===== src/rtl/card_pkg.sv =====
// Shared types, constants and helpers for the card shoe dealer.
package card_pkg;

    localparam int unsigned RANK_W    = 4;
    localparam int unsigned CNT_W     = 5;
    localparam int unsigned LEFT_W    = 8;
    localparam int unsigned LFSR_W    = 16;
    localparam int unsigned CNT_SLOTS = 16;
    localparam int unsigned NUM_RANKS = 13;

    localparam logic [RANK_W-1:0] RANK_ACE  = 4'd1;
    localparam logic [RANK_W-1:0] RANK_KING = 4'd13;

    typedef enum logic {
        IDLE   = 1'b0,
        SEARCH = 1'b1
    } state_e;

    typedef struct packed {
        logic [RANK_W-1:0] rank;
        logic [RANK_W-1:0] value;
    } card_t;

    // Face cards count as ten; ace and pips count as their rank.
    function automatic logic [RANK_W-1:0] rank_to_value(input logic [RANK_W-1:0] rank);
        if (rank > 4'd10) begin
            return 4'd10;
        end
        return rank;
    endfunction

    // Folds a random nibble onto 1..13; ranks 1..3 are slightly favoured.
    function automatic logic [RANK_W-1:0] start_index(input logic [RANK_W-1:0] v);
        if (v < 4'd13) begin
            return v + 4'd1;
        end
        return v - 4'd12;
    endfunction

endpackage


===== src/rtl/card_lfsr.sv =====
// Free-running 16-bit Galois LFSR, polynomial x^16+x^14+x^13+x^11+1.
module card_lfsr
    import card_pkg::*;
#(
    parameter logic [15:0] SEED = 16'hACE1
) (
    input  logic        clk,
    input  logic        rst_n,
    output logic [15:0] lfsr
);

    localparam logic [LFSR_W-1:0] TAPS = 16'hB400;

    logic [LFSR_W-1:0] w_lfsr_nxt;

    always_comb begin
        w_lfsr_nxt = {1'b0, lfsr[LFSR_W-1:1]};
        if (lfsr[0]) begin
            w_lfsr_nxt = w_lfsr_nxt ^ TAPS;
        end
    end

    always_ff @(posedge clk or negedge rst_n) begin
        if (!rst_n) begin
            lfsr <= SEED;
        end else begin
            lfsr <= w_lfsr_nxt;
        end
    end

endmodule


===== src/rtl/card_shoe.sv =====
// Finite multi-deck card shoe: deals ranks without replacement over a req/valid handshake.
// Optional cut-card indicator enabled by defining CARD_SHOE_CUT_CARD_EN.
module card_shoe
    import card_pkg::*;
#(
    parameter int unsigned NUM_DECKS = 1,
    parameter logic [15:0] LFSR_SEED = 16'hACE1,
    parameter int unsigned CUT_LEVEL = 15
) (
    input  logic       clk,
    input  logic       rst_n,
    input  logic       shuffle_req,
    input  logic       draw_req,
    output logic       draw_ready,
    output logic       card_valid,
    output logic [3:0] card_rank,
    output logic [3:0] card_value,
    output logic [7:0] cards_left,
    output logic       shoe_empty,
    output logic       draw_error,
    output logic       needs_shuffle
);

    localparam logic [CNT_W-1:0]  FULL_CNT  = CNT_W'(4 * NUM_DECKS);
    localparam logic [LEFT_W-1:0] FULL_LEFT = LEFT_W'(52 * NUM_DECKS);

    generate
        if ((NUM_DECKS < 1) || (NUM_DECKS > 4) || (LFSR_SEED == 16'h0000) ||
            (CUT_LEVEL > 52 * NUM_DECKS)) begin : g_bad_params
            $error("card_shoe: illegal parameter set");
        end
    endgenerate

    state_e             r_state;
    state_e             w_state_nxt;
    logic [CNT_W-1:0]   r_cnt     [CNT_SLOTS];
    logic [CNT_W-1:0]   w_cnt_nxt [CNT_SLOTS];
    logic [LEFT_W-1:0]  r_left;
    logic [LEFT_W-1:0]  w_left_nxt;
    logic [LEFT_W-1:0]  w_left_dec;
    logic [RANK_W-1:0]  r_probe;
    logic [RANK_W-1:0]  w_probe_nxt;
    card_t              r_card;
    card_t              w_card_nxt;
    logic               r_card_valid;
    logic               w_card_valid_nxt;
    logic               r_draw_error;
    logic               w_draw_error_nxt;
    logic               w_hit;
    logic [LFSR_W-1:0]  w_lfsr;
    logic               w_unused_lfsr;
`ifdef CARD_SHOE_CUT_CARD_EN
    logic               r_needs_shuffle;
    logic               w_needs_shuffle_nxt;
`endif

    card_lfsr #(
        .SEED (LFSR_SEED)
    ) u_lfsr (
        .clk   (clk),
        .rst_n (rst_n),
        .lfsr  (w_lfsr)
    );

    // Only the low nibble seeds the probe; the rest just keeps the sequence long.
    assign w_unused_lfsr = ^w_lfsr[LFSR_W-1:RANK_W];

    // Next-state, count update and output decode.
    always_comb begin
        w_state_nxt      = r_state;
        w_cnt_nxt        = r_cnt;
        w_left_nxt       = r_left;
        w_probe_nxt      = r_probe;
        w_card_nxt       = r_card;
        w_card_valid_nxt = 1'b0;
        w_draw_error_nxt = 1'b0;
        w_hit            = (r_cnt[r_probe] != '0);
        w_left_dec       = r_left - LEFT_W'(1);
`ifdef CARD_SHOE_CUT_CARD_EN
        w_needs_shuffle_nxt = r_needs_shuffle;
`endif

        if (shuffle_req) begin
            for (int unsigned i = 0; i < CNT_SLOTS; i++) begin
                w_cnt_nxt[i] = ((i >= 1) && (i <= NUM_RANKS)) ? FULL_CNT : '0;
            end
            w_left_nxt  = FULL_LEFT;
            w_state_nxt = IDLE;
`ifdef CARD_SHOE_CUT_CARD_EN
            w_needs_shuffle_nxt = 1'b0;
`endif
        end else begin
            case (r_state)
                IDLE: begin
                    if (draw_req) begin
                        if (r_left != '0) begin
                            w_probe_nxt = start_index(w_lfsr[RANK_W-1:0]);
                            w_state_nxt = SEARCH;
                        end else begin
                            w_draw_error_nxt = 1'b1;
                        end
                    end
                end
                SEARCH: begin
                    if (w_hit) begin
                        w_cnt_nxt[r_probe] = r_cnt[r_probe] - CNT_W'(1);
                        w_left_nxt         = w_left_dec;
                        w_card_nxt.rank    = r_probe;
                        w_card_nxt.value   = rank_to_value(r_probe);
                        w_card_valid_nxt   = 1'b1;
                        w_state_nxt        = IDLE;
`ifdef CARD_SHOE_CUT_CARD_EN
                        if (w_left_dec < LEFT_W'(CUT_LEVEL)) begin
                            w_needs_shuffle_nxt = 1'b1;
                        end
`endif
                    end else begin
                        w_probe_nxt = (r_probe == RANK_KING) ? RANK_ACE : r_probe + 4'd1;
                    end
                end
                default: begin
                    w_state_nxt = IDLE;
                end
            endcase
        end
    end

    always_ff @(posedge clk or negedge rst_n) begin
        if (!rst_n) begin
            r_state      <= IDLE;
            for (int unsigned i = 0; i < CNT_SLOTS; i++) begin
                r_cnt[i] <= ((i >= 1) && (i <= NUM_RANKS)) ? FULL_CNT : '0;
            end
            r_left       <= FULL_LEFT;
            r_probe      <= RANK_ACE;
            r_card       <= '0;
            r_card_valid <= 1'b0;
            r_draw_error <= 1'b0;
        end else begin
            r_state      <= w_state_nxt;
            r_cnt        <= w_cnt_nxt;
            r_left       <= w_left_nxt;
            r_probe      <= w_probe_nxt;
            r_card       <= w_card_nxt;
            r_card_valid <= w_card_valid_nxt;
            r_draw_error <= w_draw_error_nxt;
        end
    end

`ifdef CARD_SHOE_CUT_CARD_EN
    // Sticky until the shoe is refilled.
    always_ff @(posedge clk or negedge rst_n) begin
        if (!rst_n) begin
            r_needs_shuffle <= 1'b0;
        end else begin
            r_needs_shuffle <= w_needs_shuffle_nxt;
        end
    end

    assign needs_shuffle = r_needs_shuffle;
`else
    assign needs_shuffle = 1'b0;
`endif

    assign draw_ready = (r_state == IDLE);
    assign card_valid = r_card_valid;
    assign card_rank  = r_card.rank;
    assign card_value = r_card.value;
    assign cards_left = r_left;
    assign shoe_empty = (r_left == '0);
    assign draw_error = r_draw_error;

endmodule


===== config.mk =====
export PLATFORM = sky130hd
export DESIGN_NAME = card_shoe
export DESIGN_NICKNAME = d
export VERILOG_FILES = /design/src/rtl/card_pkg.sv /design/src/rtl/card_lfsr.sv /design/src/rtl/card_shoe.sv
export SDC_FILE = /design/constraint.sdc
export NUM_CORES = 1
export LEC_CHECK = 0
export BUFFER_PORTS_ARGS = -buffer_cell sky130_fd_sc_hd__buf_2
export CAP_MARGIN = 20
export CELL_PAD_IN_SITES_DETAIL_PLACEMENT = 1
export CELL_PAD_IN_SITES_GLOBAL_PLACEMENT = 2
export CORE_MARGIN = 2
export CORE_UTILIZATION = 30
export CTS_CLUSTER_DIAMETER = 40
export CTS_CLUSTER_SIZE = 12
export DETAILED_ROUTE_END_ITERATION = 10
export PLACE_DENSITY_LB_ADDON = 0.1
export SKIP_LAST_GASP = 1
export SLEW_MARGIN = 20
export SYNTH_ARGS = -nofsm -noshare
export SYNTH_HDL_FRONTEND = slang
export SYNTH_SLANG_ARGS = --single-unit

===== constraint.sdc =====
create_clock -name clk -period 5.3 [get_ports clk]
set_input_delay 0 -clock clk [delete_from_list [all_inputs] [get_ports clk]]
set_output_delay 0 -clock clk [all_outputs]
set_load 0.02 [all_outputs]

# Word level (Yosys, flattened, before mapping)
# Cells that the tools add are included.
# Widths: inputs -> output; s select.
[classes]
bitwise = 4
reduce_logical = 9
order_cmp = 4
mux = 43
eq_ne = 4
n_addsub = 5
[op_table]
columns = ["operator", "n"]
rows = [
  ["$mux 80", 3],
  ["$bwmux 80", 1],
  ["$mux 4", 8],
  ["$mux 8", 3],
  ["$bmux 5 s4", 1],
  ["$demux 5 s4", 1],
  ["$mux 1", 20],
  ["$mux 16", 1],
  ["$mux 5", 3],
  ["$add 4x1->4 const B", 2],
  ["$logic_not 8->1", 1],
  ["$pmux 4 s2", 1],
  ["$reduce_bool 8->1", 1],
  ["$sub 8x1->8 const B", 1],
  ["$ge 5x5->1 const B", 1],
  ["$lt 5x1->1 const B", 1],
  ["$not 4->5", 1],
  ["$reduce_bool 5->1", 1],
  ["$sub 5x1->5 const B", 1],
  ["$eq 4x4->1 const B", 1],
  ["$gt 4x4->1 const B", 1],
  ["$lt 4x4->1 const B", 1],
  ["$ne 2x2->1 const B", 2],
  ["$not 3->4", 1],
  ["other kinds (9)", 11],
]
[totals]
inputBits = 4
wordCells = 93
regBits = 119

# Longest topological paths before layout
# Gate-level depths: netlist of run 1.
[depth]
word_depth = 10
ltp_mapped = 14
ltp_nobuf = 10

# Hierarchy
# From an unflattened synthesis of run 1, not the netlist that was laid out.
[unflattened]
hier_cells = 538
area_unflattened_um2 = 6134.6
[by_module_without_submodules]
columns = ["mod", "area_per_inst_um2", "cells_per_inst", "instances"]
rows = [
  ["card_shoe", 5600.4, 506, 1],
  ["card_lfsr", 534.3, 32, 1],
]

# Least setup slack after synthesis of run 1
# No wires, ideal clock.
[synth_timing]
path_kind = "flip-flop to flip-flop"
start = "register r_probe[0]"
end = "register r_card (netlist bit card_value[2])"
slack_ns = 1.387
synth_period_minus_slack_ns = 3.913
arrival_ns = 3.788
required_ns = 5.175
setup_time_ns = 0.125
path_stages_with_launch = 15
cell_sequence = "dfstp_2 -> buf_6 -> buf_6 -> buf_2 -> mux4_2 -> a221oi_1 -> clkbuf_1 -> ha_1 -> nor2b_1 -> a22oi_2 -> or3_4 -> buf_6 -> nand3_4 -> inv_2 -> mux2_4"
[synth_between]
elab_chain_cells = 6
word_cells_on_any_way = 12
cone_classes = "order compare: 1; mux: 8; bitwise: 1; reduce/logical: 2"
[synth_rtl]
columns = ["element", "line_no", "text"]
rows = [
  ["from (decl)", "card_shoe.sv:41", "logic [RANK_W-1:0] r_probe;"],
  ["from (signal assigned)", "card_shoe.sv:143", "r_probe <= w_probe_nxt;"],
  ["$not 4->5 (not written as such) / $gt 4x4->1 (equally long branches)", "card_shoe.sv:77, card_pkg.sv:26", ""],
  ["$bmux 5 s4 / $mux 1 (equally long branches)", "card_shoe.sv:77, card_pkg.sv:26", ""],
  ["$mux 5 (not written as such) / $mux 1 (equally long branches)", "card_shoe.sv:77, card_shoe.sv:105", ""],
  ["$mux 5 (not written as such) / $mux 1 (equally long branches)", "card_shoe.sv:77, card_shoe.sv:93", ""],
  ["$reduce_bool 5->1 / $mux 1 (equally long branches)", "card_shoe.sv:77, card_shoe.sv:83", ""],
  ["$reduce_and 3->1 (no line) / $mux 4 (equally long branches)", "n/a", ""],
  ["to (signal assigned)", "card_shoe.sv:144", "r_card <= w_card_nxt;"],
  ["to (decl)", "card_shoe.sv:43", "card_t r_card;"],
]
# Parallel ways exist; a longest one is shown, timed or not. The select of a mux whose other input is x is not followed.
# A chain may end at the register's enable or synchronous reset.

# Worst setup path after layout of run 1
[layout_timing]
start = "register r_probe[0]"
end = "register r_cnt[29] (netlist bit)"
[layout_between]
elab_chain_cells = 9
word_cells_on_any_way = 17
cone_classes = "add/sub: 1; order compare: 2; mux: 9; bitwise: 1; reduce/logical: 4"
[layout_rtl]
columns = ["element", "line_no", "text"]
rows = [
  ["$not 4->5 (not written as such) (*)", "card_shoe.sv:77, card_shoe.sv:106", ""],
  ["$bmux 5 s4, or another cell as far along", "card_shoe.sv:77, card_shoe.sv:106", ""],
  ["$mux 5 (not written as such) / $logic_and 1x1->1 (equally long branches)", "card_shoe.sv:77, card_shoe.sv:106", ""],
  ["$mux 5, on equally long branches", "card_shoe.sv:77, card_shoe.sv:106", ""],
  ["$sub 5x1->5 / $demux 5 s4 (equally long branches)", "card_shoe.sv:106", "w_cnt_nxt[r_probe] = r_cnt[r_probe] - CNT_W'(1);"],
  ["$bwmux 80", "card_shoe.sv:106", ""],
  ["$mux 80", "card_shoe.sv:105", "if (w_hit) begin"],
  ["$mux 80", "card_shoe.sv:93", "case (r_state)"],
  ["$mux 80", "card_shoe.sv:83", "if (shuffle_req) begin"],
  ["to (signal, indexed assignment)", "card_shoe.sv:132", "r_cnt[i] <= ((i >= 1) && (i <= NUM_RANKS)) ? FULL_CNT : '0;"],
  ["to (signal assigned)", "card_shoe.sv:141", "r_cnt <= w_cnt_nxt;"],
  ["to (decl)", "card_shoe.sv:36", "logic [CNT_W-1:0] r_cnt [CNT_SLOTS];"],
]
# Mark *: on every way between the ends. The rest lies on a longest branch, timed or not. The select of a mux whose other input is x is not followed.

==> flow_summary.toml, run 1 <==
[outcome]
status = "complete, no violations"

[critical_path]
worstRegToRegCells = 10
critPathBufInv = 1
path_max_fanout = 84
cp_data_arrival_time_ns = 4.69
reg2reg_setup_slack_ns = 0.93
startpoint_type = "flip-flop"
r2r-start = "r_probe[0]"
crit_type = "reg2reg"
critical_path.max_stage_delay_ns = 0.94
path_cells = "buf_4 > mux4_2 > a22o_1 > nor2_1 > ha_1 > nor2b_1 > a22oi_2 > or3_4 > and2_0 > a211oi_1"
crit_family = "simple AND/OR/NAND/NOR gates"
end_kind = "flip-flop"
crit_required_ns = 5.61
regToRegEndpoint = "r_cnt[29]"
cpMaxStageDelayCell = "dfstp_2"

[cells_and_area]
seqCellArea_um2 = 3009
syn2layout_area_growth_pct = 16.16
final_area_um2 = 6907
drive_gt1_share_pct = 23.53
antenna_cells = 0
finish.utilization_pct = 35.49
final_cell_mix = "dfrtp_1, a21oi_1, nor2_1"
layout_commonest_cell = "dfrtp_1"
multi_input_area_um2 = 2668
n_fill_cell = 2111
layout.nets = 558

[timing]
fin_crit_ns = 4.374
skew_ns = 0.009309
worstMarginPinSlew_ns = 0.9371
post-route-period-util_pct = 82.52
relSlewSlack_pct = 37.31
drv_slew = 0
final_hold_viol_count = 0
final.setup.tns_ns = 0
setup_viol = 0
rsz0062_at_grt = "false"
max_freq_ghz = 0.2286
setup_slack_ns = 0.9264

[synthesis]
synth_enable_flop_cells = 0
synth-seq-area-share_pct = 50.61
synth-simple-area-share_pct = 10.75
synth-async-reset-ratio_pct = 100.0
synth-compound-area-share_pct = 19.51
synth_fa_ha_area_share_pct = 1.263
synth.avg_cell_area_um2 = 11.20
synth_ff_type = "dfrtp_1"
syn_nets = 541
netlist_area_um2 = 5946
synthMuxAreaShare_pct = 11.81
synth-seq-cells = 119
synthCells = 531
synth_xor_area_share_pct = 1.473
yosysUniqueCellTypes = 60
synth_top_family_by_area = "compound AO/OA/AOI/OAI gates"
ys_warn_count = 0

[routing]
routed_wl_um = 18680
viasPerCell = 5.521
drt_iter0_drc = 346
ant_nets = 0
drc_errors = 0
wl_per_cell_um = 22.61
firstDrtPassIters = 5
via_count = 4560

[power]
p_switching_uw = 1500
switching_share_pct = 42.81
ir_drop_uv = 281.2
total_leakage_power_uw = 0.002911
p_seq_share_pct = 31.2
internal_power_uw = 2005
pwr-share-clk_pct = 32.6
p_comb_share_pct = 36.2
powerDensity_nw_per_um2 = 507.5

[placed_design]
port_buffers = 23
place_ws_ns = 0.9186
placed_area_um2 = 6306
gp_congestion = 0.8071
hpwl_um = 12120

[die]
die_w_um = 144.8
initial_utilization_pct = 30.55
row_count = 51
fp.dieH_um = 144.8
die_area_um2 = 20960
ioPinCount = 25
core_area_um2 = 19460

[global_routing]
grt_pass1_wl_um = 29760
grt_pass1_vias = 4876
grt_use_total_pct = 19.13
grt-ovfl-total = 0
grt_max_degree = 85
antenna_found_initial = 0

[clocking]
clock_sinks = 119
post_cts_resized = 0
clk_path_buf_depth = 2
numCtsBuffers = 17
cts_setup_buffers = 0
worstSkewPairLatency_ns = 0.42
cts-htree-levels = 4
clk_pin_slew_ns = 0.06
holdBufCountCts = 2
cts_tree = "done"
cts_root_buffer = "clkbuf_16"

[hold_path]
hold_path.class = "in2async"

[job]
drv_cap = 0
==> stage by stage <==
stage | hold WS [ns] | total power [µW] | std cells
CTS | 0.2700 | 3551 | 826
global route | 0.3098 | 3691 | 826
floorplan | -0.2956 | 1951 | 531
detailed placement | 0.1735 | 2385 | 792
finish | 0.2187 | 3505 | 826
global placement | 0.1700 | 2371 | 792
==> layer usage <==
| layer | vias up | wire length, µm | GRT usage [%] | share of wire [%] |
|---|---|---|---|---|
| met5 | - | 0 | 0 | 0 |
| met3 | 20 | 816 | 4.344 | 4.4 |
| li1 | 2044 | - | - | - |
| met1 | 2391 | 8727 | 26.38 | 47 |
| met2 | 105 | 8860 | 30.54 | 47 |
| met4 | 0 | 273 | 4.854 | 1.5 |
==> power by group through the flow <==
stage          logic (µW)  clock network, µW  registers [µW]
2_1_floorplan         880                  0            1070
3_3_place_gp         1260                  0            1110
3_5_place_dp         1270                  0            1110
4_1_cts              1280               1170            1100
5_1_grt              1370               1210            1110
6_report             1270               1140            1090
==> flip-flops by register name, indices dropped and copies added, names as in the netlist <==
name         count
card_value       4
card_valid       1
cards_left       8
r_probe          4
card_rank        4
u_lfsr.lfsr     16
r_state          1
draw_error       1
r_cnt           80
==> layout make-up <==
type	count	area share, %
sequential	119	43.57
multi-input combinational	354	38.62
clock buffer	17	6.159
tap	265	4.801
timing repair buffer	42	3.841
clock inverter	15	2.246
inverter	14	0.7609
==> kinds of logic after synthesis <==
kind of cell | count (synthesis)
multiplexers | 45
adder cells (fa/ha/maj) | 6
buffers and inverters | 58
flip-flops | 119
other | 1
XOR/XNOR | 10
AND/OR/NAND/NOR | 122
AO/OA/AOI/OAI | 170
==> Yosys cell counts (all sizes together) (2+ instances only) <==
master  count  share of area (%)
nand3      12                1.2
o21ai      16                1.3
a21oi      58                4.9
a21o        4               0.51
o311a       3               0.51
nand2      21                1.3
or3        15                1.7
a31oi       7               0.74
dfstp      25                 11
mux2i      18                3.0
a311oi     29                4.3
and3        5               0.53
a22o        5               0.74
o211ai      4               0.51
o311ai      4               0.59
nand3b      3               0.38
o31ai      11                1.6
xnor2       3               0.44
xor2        7                1.0
and2        5               0.53
nor3        8               0.76
nor2b      12                1.3
a211oi     18                2.3
clkinv      2               0.13
mux4       19                7.2
mux2        8                1.6
a22oi       4               0.59
ha          6                1.3
clkbuf     23                1.5
nand2b      3               0.32
or2         2               0.21
buf        21                2.2
nor2       32                2.0
dfrtp      94                 40
inv        12               0.76
==> worst max path at each step <==
| stage | from | endpoint | slack (ns) | cells past startpoint |
|---|---|---|---|---|
| 4_1_cts | r_probe[0] | r_cnt[29] | 0.88 | 10 |
| 3_3_place_gp | r_probe[0] | r_cnt[79] | 0.98 | 10 |
| 5_1_grt | r_probe[0] | r_cnt[29] | 0.60 | 10 |
| 2_1_floorplan | r_probe[0] | card_value[2] | 1.39 | 14 |
| 3_5_place_dp | r_probe[0] | r_cnt[29] | 0.92 | 10 |
| 6_report | r_probe[0] | r_cnt[29] | 0.93 | 10 |
No activity file was read; power rests on OpenSTA's default activity.
==> run 2: changes to the inputs <==
==> constraint.sdc (replaced) <==
create_clock -name clk -period 4.56 [get_ports clk]
set_input_delay 0 -clock clk [delete_from_list [all_inputs] [get_ports clk]]
set_output_delay 0 -clock clk [all_outputs]
set_load 0.02 [all_outputs]
==> run 2 against run 1 <==
Die area stayed put; sequential share of layout area is 0.25 points lower; combinational power is 19% higher; largest cell class unchanged; utilization is 0.21 points higher.
==> flow_summary.toml, run 2 (synthesis gave the netlist of run 1 again) <==
[job]
drv_cap = 0

[power]
total_leakage_power_uw = 0.002936
ir_drop_uv = 336.0
powerDensity_nw_per_um2 = 597.8

[cells_and_area]
antenna_cells = 0
syn2layout_area_growth_pct = 16.83
final_cell_mix = "dfrtp_1, a21oi_1, nor2_1"
layout.nets = 563
drive_gt1_share_pct = 24.20
layout_commonest_cell = "dfrtp_1"
largest_reg_flops = 80
finish.utilization_pct = 35.69
registers.top_by_ff_count = "r_cnt"

[placed_design]
hpwl_um = 12390
place_ws_ns = 0.3478
gp_congestion = 0.7723
port_buffers = 23

[die]
row_count = 51
fp.dieH_um = 144.8
ioPinCount = 25
initial_utilization_pct = 30.55
die_area_um2 = 20960
core_area_um2 = 19460
die_w_um = 144.8

[critical_path]
path_cells = "buf_4 > mux4_2 > a22o_1 > nor2_1 > ha_1 > nor2b_1 > a22oi_2 > or3_4 > buf_4 > a31oi_1 > a211oi_1"
regToRegEndpoint = "r_cnt[13]"
critPathBufInv = 2
reg2reg_setup_slack_ns = 0.28
startpoint_type = "flip-flop"
critical_path.max_stage_delay_ns = 0.95
cpMaxStageDelayCell = "dfstp_2"
crit_required_ns = 4.83
crit_type = "reg2reg"
crit_top_cell = "buf_4"
crit_family = "flip-flops"
path_max_fanout = 30
cp_data_arrival_time_ns = 4.54
r2r-start = "r_probe[0]"
end_kind = "flip-flop"
worstRegToRegCells = 11

[routing]
drt_iter0_drc = 205
viasPerCell = 5.461
drc_errors = 0
top_layer = "met4"
via_count = 4538
wl_met1_um = 9323
dr_wl_met3_um = 458
ant_nets = 0
wl_met2_um = 8981
wl_per_cell_um = 22.78
routed_wl_um = 18930
firstDrtPassIters = 4

[timing]
worstMarginPinSlew_ns = 0.9165
post-route-period-util_pct = 93.82
final_hold_viol_count = 0
final.setup.tns_ns = 0
setup_slack_ns = 0.2820
hold_ws_ns = 0.2266
drv_slew = 0
max_freq_ghz = 0.2338
fin_crit_ns = 4.278
skew_ns = 0.01114
relSlewSlack_pct = 38.43
setup_viol = 0
rsz0062_at_grt = "false"

[hold_path]
hold_path.class = "in2async"

[global_routing]
grt_max_degree = 77
antenna_found_initial = 0
grt-ovfl-total = 0
grt_pass1_vias = 4813
grt_use_total_pct = 19.37
grt_pass1_wl_um = 29860

[clocking]
cts_root_buffer = "clkbuf_16"
post_cts_resized = 0
cts-htree-levels = 4
cts_tree = "done"
clk_pin_slew_ns = 0.06
worstSkewPairLatency_ns = 0.43
numCtsBuffers = 17
clock_sinks = 119
clk_path_buf_depth = 2

[outcome]
status = "complete, no violations"
run 2: final cells by class:
type | instances | area (µm²)
inverters | 14 | 52.55
multi-input cells | 354 | 2668
clock buffers | 17 | 425.4
clock inverters | 15 | 157.7
repair buffers | 47 | 302.8
fillers | 2161 | 12520
well taps | 265 | 331.6
flip-flops and latches | 119 | 3009
run 2: per-layer routing:
metal | vias to the layer above | global-route usage (%)
li1 | 2057 | -
met1 | 2409 | 27.31
met2 | 64 | 30.76
met3 | 8 | 3.653
met4 | 0 | 4.905
met5 | - | 0
run 2: power by group:
group | internal (µW) | switching, µW
Sequential | 1140 | 145
Combinational | 459 | 1050
Clock | 773 | 581
run 2: worst max-delay path by stage:
stage / cells past startpoint / to / slack (ns) / start
after floorplan: 14 / card_value[2] / 0.65 / r_probe[0]
after global placement: 11 / r_cnt[79] / 0.48 / r_probe[0]
after detailed placement: 11 / r_cnt[13] / 0.35 / r_probe[0]
after CTS: 11 / r_cnt[13] / 0.30 / r_probe[0]
after global routing: 11 / r_cnt[13] / 0.07 / r_probe[0]
final: 11 / r_cnt[13] / 0.28 / r_probe[0]
run 2: repair_timing:
action	4_1_cts	5_1_grt
setup buffers	0	0
endpoints found under the hold margin	54	0
hold buffers	2	0
endpoints found under the setup margin	0	0
run 2: metrics by stage:
step	power [µW]	instances	cell area [µm²]
floorplan	2268	531	5946
global placement	2794	797	6344
detailed placement	2814	797	6344
CTS	4190	831	6947
global route	4380	831	6947
finish	4153	831	6947
